`src/rtl/sodor_dmem_lsu_if.sv`:
```
// Bundles the command, dmem request/response and writeback response signals of the Sodor load/store unit.
// The LSU connects through the master modport; the core/memory environment uses the slave modport.
interface sodor_dmem_lsu_if #(
  parameter int XLEN = 32
);
  logic            cmd_valid;
  logic            cmd_ready;
  logic            cmd_is_store;
  logic [2:0]      cmd_funct3;
  logic [XLEN-1:0] cmd_addr;
  logic [XLEN-1:0] cmd_wdata;
  logic            dmem_req_valid;
  logic [XLEN-1:0] dmem_req_bits_addr;
  logic [XLEN-1:0] dmem_req_bits_data;
  logic            dmem_req_bits_fcn;
  logic [3:0]      dmem_req_bits_mask;
  logic            dmem_resp_valid;
  logic [XLEN-1:0] dmem_resp_bits_data;
  logic            lb_flush;
  logic            rsp_valid;
  logic [XLEN-1:0] rsp_data;
  logic            rsp_err;
  logic            lb_hit;

  modport master (
    input  cmd_valid, cmd_is_store, cmd_funct3, cmd_addr, cmd_wdata,
    input  dmem_resp_valid, dmem_resp_bits_data, lb_flush,
    output cmd_ready, dmem_req_valid, dmem_req_bits_addr, dmem_req_bits_data,
    output dmem_req_bits_fcn, dmem_req_bits_mask, rsp_valid, rsp_data, rsp_err, lb_hit
  );

  modport slave (
    output cmd_valid, cmd_is_store, cmd_funct3, cmd_addr, cmd_wdata,
    output dmem_resp_valid, dmem_resp_bits_data, lb_flush,
    input  cmd_ready, dmem_req_valid, dmem_req_bits_addr, dmem_req_bits_data,
    input  dmem_req_bits_fcn, dmem_req_bits_mask, rsp_valid, rsp_data, rsp_err, lb_hit
  );
endinterface

```
`src/rtl/sodor_dmem_lsu.sv`:
```
// Sodor data-memory load/store unit: one command at a time, single-entry load buffer,
// byte/half lane steering for stores and sign/zero extension for loads.
module sodor_dmem_lsu #(
  parameter int TIMEOUT = 15,
  parameter int XLEN    = 32
) (
  input  logic             clk,
  input  logic             reset_n,
  sodor_dmem_lsu_if.master bus
);
  localparam int CNT_W = $clog2(TIMEOUT + 1);

  typedef enum logic [1:0] {IDLE, REQ, WAIT, RESP} state_e;

  state_e           state_q, state_d;
  logic [CNT_W-1:0] cnt_q, cnt_d;
  logic             is_store_q, is_store_d;
  logic [2:0]       f3_q, f3_d;
  logic [XLEN-1:0]  addr_q, addr_d;
  logic [XLEN-1:0]  wdata_q, wdata_d;
  logic [XLEN-1:0]  data_q, data_d;
  logic             err_q, err_d;
  logic             hit_q, hit_d;
  logic             lb_valid_q, lb_valid_d;
  logic [XLEN-3:0]  lb_addr_q, lb_addr_d;
  logic [XLEN-1:0]  lb_data_q, lb_data_d;

  function automatic logic bad_funct3(input logic st, input logic [2:0] f3);
    if (st) return f3 > 3'b010;
    return (f3 == 3'b011) || (f3[2:1] == 2'b11);
  endfunction

  function automatic logic misaligned(input logic [2:0] f3, input logic [1:0] off);
    return ((f3[1:0] == 2'b01) && off[0]) || ((f3[1:0] == 2'b10) && (off != 2'b00));
  endfunction

  function automatic logic [XLEN-1:0] load_extract(input logic [2:0] f3, input logic [1:0] off,
                                                   input logic [XLEN-1:0] word);
    logic [XLEN-1:0]        lane;
    logic signed [7:0]      b;
    logic signed [15:0]     h;
    logic signed [XLEN-1:0] r;
    lane = word >> {off, 3'b000};
    b    = lane[7:0];
    h    = lane[15:0];
    case (f3)
      3'b000:  r = {{(XLEN-8){b[7]}}, b};
      3'b001:  r = {{(XLEN-16){h[15]}}, h};
      3'b100:  r = {{(XLEN-8){1'b0}}, lane[7:0]};
      3'b101:  r = {{(XLEN-16){1'b0}}, lane[15:0]};
      default: r = word;
    endcase
    return r;
  endfunction

  function automatic logic [3:0] store_mask(input logic [2:0] f3, input logic [1:0] off);
    case (f3[1:0])
      2'b00:   return 4'b0001 << off;
      2'b01:   return 4'b0011 << off;
      default: return 4'b1111;
    endcase
  endfunction

  function automatic logic [XLEN-1:0] store_lanes(input logic [2:0] f3, input logic [XLEN-1:0] w);
    case (f3[1:0])
      2'b00:   return {4{w[7:0]}};
      2'b01:   return {2{w[15:0]}};
      default: return w;
    endcase
  endfunction

  always_comb begin
    state_d    = state_q;
    cnt_d      = cnt_q;
    is_store_d = is_store_q;
    f3_d       = f3_q;
    addr_d     = addr_q;
    wdata_d    = wdata_q;
    data_d     = data_q;
    err_d      = err_q;
    hit_d      = hit_q;
    lb_valid_d = lb_valid_q;
    lb_addr_d  = lb_addr_q;
    lb_data_d  = lb_data_q;
    unique case (state_q)
      IDLE: begin
        if (bus.cmd_valid) begin
          is_store_d = bus.cmd_is_store;
          f3_d       = bus.cmd_funct3;
          addr_d     = bus.cmd_addr;
          wdata_d    = bus.cmd_wdata;
          err_d      = 1'b0;
          hit_d      = 1'b0;
          data_d     = '0;
          if (bad_funct3(bus.cmd_is_store, bus.cmd_funct3) ||
              misaligned(bus.cmd_funct3, bus.cmd_addr[1:0])) begin
            err_d   = 1'b1;
            state_d = RESP;
          end else if (!bus.cmd_is_store && lb_valid_q && !bus.lb_flush &&
                       (lb_addr_q == bus.cmd_addr[XLEN-1:2])) begin
            hit_d   = 1'b1;
            data_d  = load_extract(bus.cmd_funct3, bus.cmd_addr[1:0], lb_data_q);
            state_d = RESP;
          end else begin
            state_d = REQ;
          end
        end
      end
      REQ: begin
        state_d = WAIT;
        cnt_d   = '0;
        if (is_store_q && (lb_addr_q == addr_q[XLEN-1:2])) lb_valid_d = 1'b0;
      end
      WAIT: begin
        // A response in the final counted cycle still wins over the timeout.
        if (bus.dmem_resp_valid) begin
          state_d = RESP;
          if (!is_store_q) begin
            data_d     = load_extract(f3_q, addr_q[1:0], bus.dmem_resp_bits_data);
            lb_valid_d = 1'b1;
            lb_addr_d  = addr_q[XLEN-1:2];
            lb_data_d  = bus.dmem_resp_bits_data;
          end
        end else if (cnt_q == CNT_W'(TIMEOUT - 1)) begin
          err_d   = 1'b1;
          state_d = RESP;
        end else begin
          cnt_d = cnt_q + CNT_W'(1);
        end
      end
      RESP:    state_d = IDLE;
      default: state_d = IDLE;
    endcase
    if (bus.lb_flush) lb_valid_d = 1'b0;
  end

  always_ff @(posedge clk or negedge reset_n) begin
    if (!reset_n) begin
      state_q    <= IDLE;
      cnt_q      <= '0;
      is_store_q <= 1'b0;
      f3_q       <= 3'b000;
      addr_q     <= '0;
      wdata_q    <= '0;
      data_q     <= '0;
      err_q      <= 1'b0;
      hit_q      <= 1'b0;
      lb_valid_q <= 1'b0;
      lb_addr_q  <= '0;
      lb_data_q  <= '0;
    end else begin
      state_q    <= state_d;
      cnt_q      <= cnt_d;
      is_store_q <= is_store_d;
      f3_q       <= f3_d;
      addr_q     <= addr_d;
      wdata_q    <= wdata_d;
      data_q     <= data_d;
      err_q      <= err_d;
      hit_q      <= hit_d;
      lb_valid_q <= lb_valid_d;
      lb_addr_q  <= lb_addr_d;
      lb_data_q  <= lb_data_d;
    end
  end

  logic in_req, st_req, in_resp;
  assign in_req  = (state_q == REQ);
  assign st_req  = in_req && is_store_q;
  assign in_resp = (state_q == RESP);

  assign bus.cmd_ready           = (state_q == IDLE);
  assign bus.dmem_req_valid      = in_req;
  assign bus.dmem_req_bits_addr  = in_req ? {addr_q[XLEN-1:2], 2'b00} : '0;
  assign bus.dmem_req_bits_fcn   = st_req;
  assign bus.dmem_req_bits_mask  = st_req ? store_mask(f3_q, addr_q[1:0]) : 4'b0000;
  assign bus.dmem_req_bits_data  = st_req ? store_lanes(f3_q, wdata_q) : '0;
  assign bus.rsp_valid           = in_resp;
  assign bus.rsp_data            = in_resp ? data_q : '0;
  assign bus.rsp_err             = in_resp && err_q;
  assign bus.lb_hit              = in_resp && hit_q;
endmodule

```
`src/flat_wrapper.sv`:
```
// flat-port wrapper written by rule: the top's interface ports become plain ports
module sodor_dmem_lsu_flat 
#(
  parameter int TIMEOUT = 15,
  parameter int XLEN    = 32
)
  (clk, reset_n, bus_cmd_valid, bus_cmd_is_store, bus_cmd_funct3, bus_cmd_addr, bus_cmd_wdata, bus_dmem_resp_valid, bus_dmem_resp_bits_data, bus_lb_flush, bus_cmd_ready, bus_dmem_req_valid, bus_dmem_req_bits_addr, bus_dmem_req_bits_data, bus_dmem_req_bits_fcn, bus_dmem_req_bits_mask, bus_rsp_valid, bus_rsp_data, bus_rsp_err, bus_lb_hit);
  sodor_dmem_lsu_if #(.XLEN(XLEN)) bus_i ();
  input  logic clk;
  input  logic reset_n;
  input wire logic [$bits(bus_i.cmd_valid)-1:0] bus_cmd_valid;
  input wire logic [$bits(bus_i.cmd_is_store)-1:0] bus_cmd_is_store;
  input wire logic [$bits(bus_i.cmd_funct3)-1:0] bus_cmd_funct3;
  input wire logic [$bits(bus_i.cmd_addr)-1:0] bus_cmd_addr;
  input wire logic [$bits(bus_i.cmd_wdata)-1:0] bus_cmd_wdata;
  input wire logic [$bits(bus_i.dmem_resp_valid)-1:0] bus_dmem_resp_valid;
  input wire logic [$bits(bus_i.dmem_resp_bits_data)-1:0] bus_dmem_resp_bits_data;
  input wire logic [$bits(bus_i.lb_flush)-1:0] bus_lb_flush;
  output wire logic [$bits(bus_i.cmd_ready)-1:0] bus_cmd_ready;
  output wire logic [$bits(bus_i.dmem_req_valid)-1:0] bus_dmem_req_valid;
  output wire logic [$bits(bus_i.dmem_req_bits_addr)-1:0] bus_dmem_req_bits_addr;
  output wire logic [$bits(bus_i.dmem_req_bits_data)-1:0] bus_dmem_req_bits_data;
  output wire logic [$bits(bus_i.dmem_req_bits_fcn)-1:0] bus_dmem_req_bits_fcn;
  output wire logic [$bits(bus_i.dmem_req_bits_mask)-1:0] bus_dmem_req_bits_mask;
  output wire logic [$bits(bus_i.rsp_valid)-1:0] bus_rsp_valid;
  output wire logic [$bits(bus_i.rsp_data)-1:0] bus_rsp_data;
  output wire logic [$bits(bus_i.rsp_err)-1:0] bus_rsp_err;
  output wire logic [$bits(bus_i.lb_hit)-1:0] bus_lb_hit;
  assign bus_i.cmd_valid = bus_cmd_valid;
  assign bus_i.cmd_is_store = bus_cmd_is_store;
  assign bus_i.cmd_funct3 = bus_cmd_funct3;
  assign bus_i.cmd_addr = bus_cmd_addr;
  assign bus_i.cmd_wdata = bus_cmd_wdata;
  assign bus_i.dmem_resp_valid = bus_dmem_resp_valid;
  assign bus_i.dmem_resp_bits_data = bus_dmem_resp_bits_data;
  assign bus_i.lb_flush = bus_lb_flush;
  assign bus_cmd_ready = bus_i.cmd_ready;
  assign bus_dmem_req_valid = bus_i.dmem_req_valid;
  assign bus_dmem_req_bits_addr = bus_i.dmem_req_bits_addr;
  assign bus_dmem_req_bits_data = bus_i.dmem_req_bits_data;
  assign bus_dmem_req_bits_fcn = bus_i.dmem_req_bits_fcn;
  assign bus_dmem_req_bits_mask = bus_i.dmem_req_bits_mask;
  assign bus_rsp_valid = bus_i.rsp_valid;
  assign bus_rsp_data = bus_i.rsp_data;
  assign bus_rsp_err = bus_i.rsp_err;
  assign bus_lb_hit = bus_i.lb_hit;
  sodor_dmem_lsu #(.TIMEOUT(TIMEOUT), .XLEN(XLEN)) u_core (.clk(clk), .reset_n(reset_n), .bus(bus_i));
endmodule
```
`config.mk`:
```
export PLATFORM = sky130hd
export DESIGN_NAME = sodor_dmem_lsu_flat
export DESIGN_NICKNAME = d
export VERILOG_FILES = /design/src/rtl/sodor_dmem_lsu_if.sv /design/src/rtl/sodor_dmem_lsu.sv /design/src/flat_wrapper.sv
export SDC_FILE = /design/constraint.sdc
export NUM_CORES = 1
export LEC_CHECK = 0
export ABC_AREA = 0
export CORE_UTILIZATION = 32
export CTS_BUF_LIST = sky130_fd_sc_hd__clkbuf_8
export CTS_CLUSTER_SIZE = 16
export DETAILED_ROUTE_END_ITERATION = 10
export HOLD_SLACK_MARGIN = 0.05
export PLACE_DENSITY_LB_ADDON = 0.15
export SKIP_LAST_GASP = 1
export SYNTH_ARGS = -nofsm -noshare
export SYNTH_HDL_FRONTEND = slang
export SYNTH_SLANG_ARGS = --single-unit
```
`constraint.sdc`:
```
create_clock -name clk -period 2.86 [get_ports clk]
set_input_delay 0.286 -clock clk [delete_from_list [all_inputs] [get_ports clk]]
set_output_delay 0.286 -clock clk [all_outputs]
set_load 0.05 [all_outputs]
```
# Yosys cells after proc, flatten, opt, wreduce, memory -nomap -nowiden

Cells that the tools add are included.

Reductions and logical operators: 29
Bitwise gates (word level): 1
Multiplexer cells: 42
Add/subtract/negate cells: 1
Eq/ne operators: 27
Shift-type cells: 4
Magnitude comparators: 1

Operators with widths:

| operator            | count |
|---|---|
| $mux 32             | 8 |
| $pmux 32 s4         | 2 |
| $pmux 32 s2         | 2 |
| $shr 32x5->16       | 2 |
| $eq 30x30->1        | 2 |
| $mux 1              | 17 |
| $pmux 4 s2          | 2 |
| $eq 3x3->1 const B  | 4 |
| $mux 4              | 3 |
| $reduce_and 4->1    | 3 |
| $mux 2              | 5 |
| $ne 2x2->1 const B  | 5 |
| $logic_and 1x1->1   | 9 |
| $ne 3x3->1 const B  | 3 |
| $eq 2x2->1 const B  | 4 |
| $pmux 2 s4          | 1 |
| $eq 2x1->1 const B  | 3 |
| $eq 3x1->1 const B  | 2 |
| $logic_not 3->1     | 2 |
| $reduce_and 3->1    | 2 |
| $reduce_bool 2->1   | 3 |
| $add 4x1->4 const B | 1 |
| $eq 4x4->1 const B  | 1 |
| $logic_not 2->1     | 2 |
| 12 further kinds    | 17 |

Bits of input ports: 105
Output and inout port bits: 106
Register bits after elaboration: 171
Logic and storage cells: 117

# Logic depth before layout (Yosys ltp)

Depth after elaboration: 10
Gate-level depth with buffers: 9

# Least setup slack after synthesis

OpenSTA, ideal clock, no wires.

Path type: flip-flop to output port
Start: register u_core.state_q[1]
End: output port bus_dmem_req_bits_data[23]
Arrival: 2.245 ns
Stages on the path, launching flop included: 7
Data required time: 2.574 ns
Buffers on the path: 2
Setup slack: 0.329 ns
Path through: dfrtp_1 inv_1 ha_1 nand2_1 clkbuf_1 clkbuf_1 nor2_1

Word-level cells in the longest chain between the ends: 3

RTL lines:

| element                      | RTL line              | source |
|---|---|---|
| from (decl)                  | sodor_dmem_lsu.sv:15  | `state_e state_q, state_d;` |
| from (signal assigned)       | sodor_dmem_lsu.sv:152 | `state_q <= state_d;` |
| $eq 2x1->1                   | sodor_dmem_lsu.sv:168 | `assign in_req = (state_q == REQ);` |
| named net bus_dmem_req_valid | flat_wrapper.sv:20    | `output wire logic [$bits(bus_i.dmem_req_valid)-1:0] bus_dmem_req_valid;` |
| $logic_and 1x1->1            | sodor_dmem_lsu.sv:169 | `assign st_req = in_req && is_store_q;` |
| $mux 32                      | sodor_dmem_lsu.sv:177 | `assign bus.dmem_req_bits_data = st_req ? store_lanes(f3_q, wdata_q) : '0;` |
| to (decl)                    | flat_wrapper.sv:22    | `output wire logic [$bits(bus_i.dmem_req_bits_data)-1:0] bus_dmem_req_bits_data;` |

The timed path passes the listed nets, and every way through them passes these cells.

# Worst setup path in the final report

Start: register u_core.f3_q[1]
End: output port bus_dmem_req_bits_data[10]

Word-level cells in the longest chain between the ends: 3
Elaborated cells on any way between the ends: 4

RTL lines:

| element                                              | RTL line              | source |
|---|---|---|
| from (decl)                                          | sodor_dmem_lsu.sv:18  | `logic [2:0] f3_q, f3_d;` |
| from (signal assigned)                               | sodor_dmem_lsu.sv:142 | `f3_q <= 3'b000;` |
| from (signal assigned)                               | sodor_dmem_lsu.sv:155 | `f3_q <= f3_d;` |
| $eq 2x1->1 / $logic_not 2->1 (equally long branches) | sodor_dmem_lsu.sv:65  | `case (f3[1:0])` |
| $pmux 32 s2 (*)                                      | sodor_dmem_lsu.sv:65  |  |
| $mux 32 (*)                                          | sodor_dmem_lsu.sv:177 |  |

Mark *: on every way between the ends. The rest lies on a longest branch, timed or not.

==> run metrics <==
data arrival time of the worst path 2290 ps; routed wire length per instance 20.2 um; half-perimeter wire length of the detailed placement result 22700 um; worst vdd ir 0.000542 V; vias after detailed routing 8036; result of the run complete, no violations; DRC violation total after the first TritonRoute iteration 663; worst min-delay path class in -> async; proportion of layout cells with a drive suffix above 1 27.9%; Critical Path Max Stage Delay 540 ps; Cell Area, Synth 0.00965 sq mm; worst r2r path cells 7; cts bufs inserted 17; first-pass iteration count of the detailed router 6; leakage power 0.00553 uW; top cell type by total area after synthesis dfrtp_1; CP max FO 8; count of H-tree levels built during CTS 4; area used by sequential logic in the layout 0.00428 sq mm; post-placement worst setup slack 277 ps; kind of launch point of the worst setup path register; overflow left after global routing 0; clock-pin transition on the worst setup and hold timing paths 110 ps; horizontal die dimension 176 um; Worst-Skew Late Latency 470 ps; endpoint of the lowest-slack register-to-register path u_core.data_q[24]$_DFFE_PN0P_; Synthesis Warnings 0; family with the most delay on the worst path simple AND/OR/NAND/NOR gates; chain of cells forming the critical path nor2_1 -> buf_4 -> nand2_1 -> a21oi_1 -> buf_12; fraction of power spent switching nets 44.8%; cell types with the highest counts after synthesis 171 x dfrtp_1, 134 x mux2_2, 64 x and2_1; cell area after layout 0.0133 sq mm; Area after DPL 0.0128 sq mm; via count of the first global-routing pass 8108; final RePlAce weighted congestion 0.871; Vias/cell 5.28; detailed-route DRC error count 0; Post-synth EDFFs 0; total global routing track utilization 20.2%; ANT cells 0; internal power consumption 8090 uW; slew at the pin closest to its max-slew limit 931 ps; cell with the largest stage delay on the worst path nor2_1; top cell type's share of synthesized area 44.4%; antenna violation net count after detailed routing 0; most used flip-flop cell after synthesis dfrtp_1; number of max-slew violations in the final report 0; root cell of the clock tree clkbuf_8; Async SR Flop Fraction 100%; count of different cell masters after synthesis 63; post-CTS setup-driven buffer insertion count 0; MaxCap Viol Count 0; Worst R2R Setup Slack 330 ps; average cell area after synthesis 10.5 sq um; count of final hold-check violations 0; reg2reg start u_core.state_q[0]$_DFFE_PN0P_; number of buffers added on ports 208; ratio of total power to cell area 1110 mW/mm^2; most frequent cell after synthesis dfrtp_1; Synth area leaders dfrtp_1 44%, mux2_2 16%, and2_1 4.2%; Mapped Cells 921; Data required, critical path 2570 ps; # rows 63; logic gate share of total power 55.4%; switching component of the power 6580 uW; crit path capture type output port; Floorplan Core Area 0.0296 sq mm; min Tclk post-route 2580 ps; share of total power in the clock network 12.5%; sequential element share of the synthesized area 44.4%; area of the multi-input gates 0.00503 sq mm; count of boundary I/O pins 211; die height 176 um; CP Class reg -> out; setup total negative slack 0 ps; initial core utilization 32.5%; headroom to the max-slew limit 37.4%; FMAX 388 MHz; Die ar. 0.0308 sq mm; pin count of the biggest net entering global routing 60; area added between synthesis and finish 37.4%; synthesized flop and latch total 171; clock skew after layout 17.9 ps; first-pass GRT wire length 47600 um; final worst path period share 90.1%; RSZ-0062 raised after global routing false; Seq pwr share 32.0%; Final WS setup 284 ps; Nets 1229; total setup violations reported at the end of the flow 0; final-layout fill cell count 2889; worst path buffer plus inverter count 2; maximum clock insertion buffer count 2; TritonCTS clock tree done; total number of clock tree sinks 171; initial antenna violation count 1; Routed Wire Length 30700 um
[worst reg2reg max path: stages (launching register included)]
cell	delay (ps)
dfrtp_1	430
inv_1	90
ha_1	330
nor2_1	130
a211o_1	420
nor4_4	740
a222oi_1	200
o21ai_1	130
[kinds of logic (layout without fill, tap and decap cells)]
kind of cell / after synthesis / count (layout) / share of synthesized area (%)
muxes: 162 / 162 / 18.8
AOI/OAI and AO/OA: 196 / 196 / 13.4
and+or+nand+nor: 238 / 238 / 13.4
DFF: 171 / 171 / 44.4
buffers and inverters: 86 / 295 / 3.67
xor gates and xnor gates: 61 / 61 / 5.54
adders and majority gates: 6 / 6 / 0.778
other: 1 / 2 / 0.0389
[sequential cells by signal, indices dropped and copies added, names as in the netlist]
signal             count
u_core.addr_q         32
u_core.data_q         32
u_core.lb_data_q      32
u_core.wdata_q        32
u_core.lb_addr_q      30
u_core.cnt_q           4
u_core.f3_q            3
u_core.state_q         2
u_core.err_q           1
u_core.hit_q           1
u_core.is_store_q      1
u_core.lb_valid_q      1
[worst max-delay path by stage]
stage,cells past startpoint,startpoint,slack [ps],endpoint
after detailed placement,7,u_core.state_q[0]$_DFFE_PN0P_,280,u_core.data_q[25]$_DFFE_PN0P_
after global routing,7,u_core.state_q[0]$_DFFE_PN0P_,110,u_core.data_q[31]$_DFFE_PN0P_
after CTS,7,u_core.state_q[0]$_DFFE_PN0P_,250,u_core.data_q[24]$_DFFE_PN0P_
final,5,u_core.f3_q[1]$_DFFE_PN0P_,280,bus_dmem_req_bits_data[10]
after floorplan,6,u_core.state_q[1]$_DFFE_PN0P_,330,bus_dmem_req_bits_data[23]
after global placement,6,bus_dmem_resp_valid,350,u_core.data_q[23]$_DFFE_PN0P_
[layout by cell type, fill, tap and decap left out, types with 7 or more instances in the layout]
| cell | n |
|---|---|
| dfrtp_1 | 170 |
| mux2_2 | 134 |
| clkdlybuf4s50_1 | 104 |
| buf_12 | 70 |
| buf_4 | 66 |
| and2_1 | 64 |
| nor2_1 | 57 |
| o21ai_0 | 45 |
| a21oi_1 | 43 |
| nand2_1 | 40 |
| xnor2_1 | 36 |
| mux2i_1 | 26 |
| xor2_1 | 25 |
| nand4_1 | 24 |
| a222oi_1 | 22 |
| o21ai_1 | 21 |
| inv_1 | 20 |
| clkbuf_8 | 18 |
| nand2b_1 | 9 |
| nor4_1 | 9 |
| a31oi_1 | 8 |
| o22ai_1 | 8 |
| and3_1 | 8 |
| a2bb2oi_1 | 7 |
| o221ai_1 | 7 |
| o21a_1 | 7 |
[per-layer routing]
metal  vias up  wire (um)  global-route usage (%)
met5         -         13                       0
met4         2        549                    5.47
met3        44       1510                    4.00
met2       273      15100                    33.6
met1      3988      13500                    26.7
li1       3729          -                       -
[repair_timing]
action,in CTS,in global routing
hold endpoints to repair,56,0
hold buffers,1,0
resized for setup,0,1
endpoints found under the setup margin,0,12
[power by group through the flow]
stage               logic [uW]  clock network (uW)  registers (uW)
floorplan                 5470                   0            4350
global placement          8100                   0            4700
detailed placement        8170                   0            4730
CTS                       8200                1900            4680
global route              8750                1990            4870
finish                    8130                1840            4700
[through the flow]
step / utilization, % / std cells / hold WS, ps / total power (uW)
finish: 44.7 / 1521 / 345 / 14700
global route: 44.7 / 1521 / 356 / 15600
CTS: 44.7 / 1521 / 359 / 14800
detailed placement: 43.3 / 1488 / 308 / 12900
global placement: 43.3 / 1488 / 306 / 12800
floorplan: - / 922 / -9.59 / 9820
[cell type report]
type | count | area share (%)
clock inverter | 14 | 1.27
clock buffer | 18 | 1.87
tap | 390 | 3.68
sequential | 171 | 32.3
inverter | 21 | 0.595
timing repair buffer | 242 | 22.3
multi-input combinational | 665 | 38.0
Power figures use the tool's default switching activity.
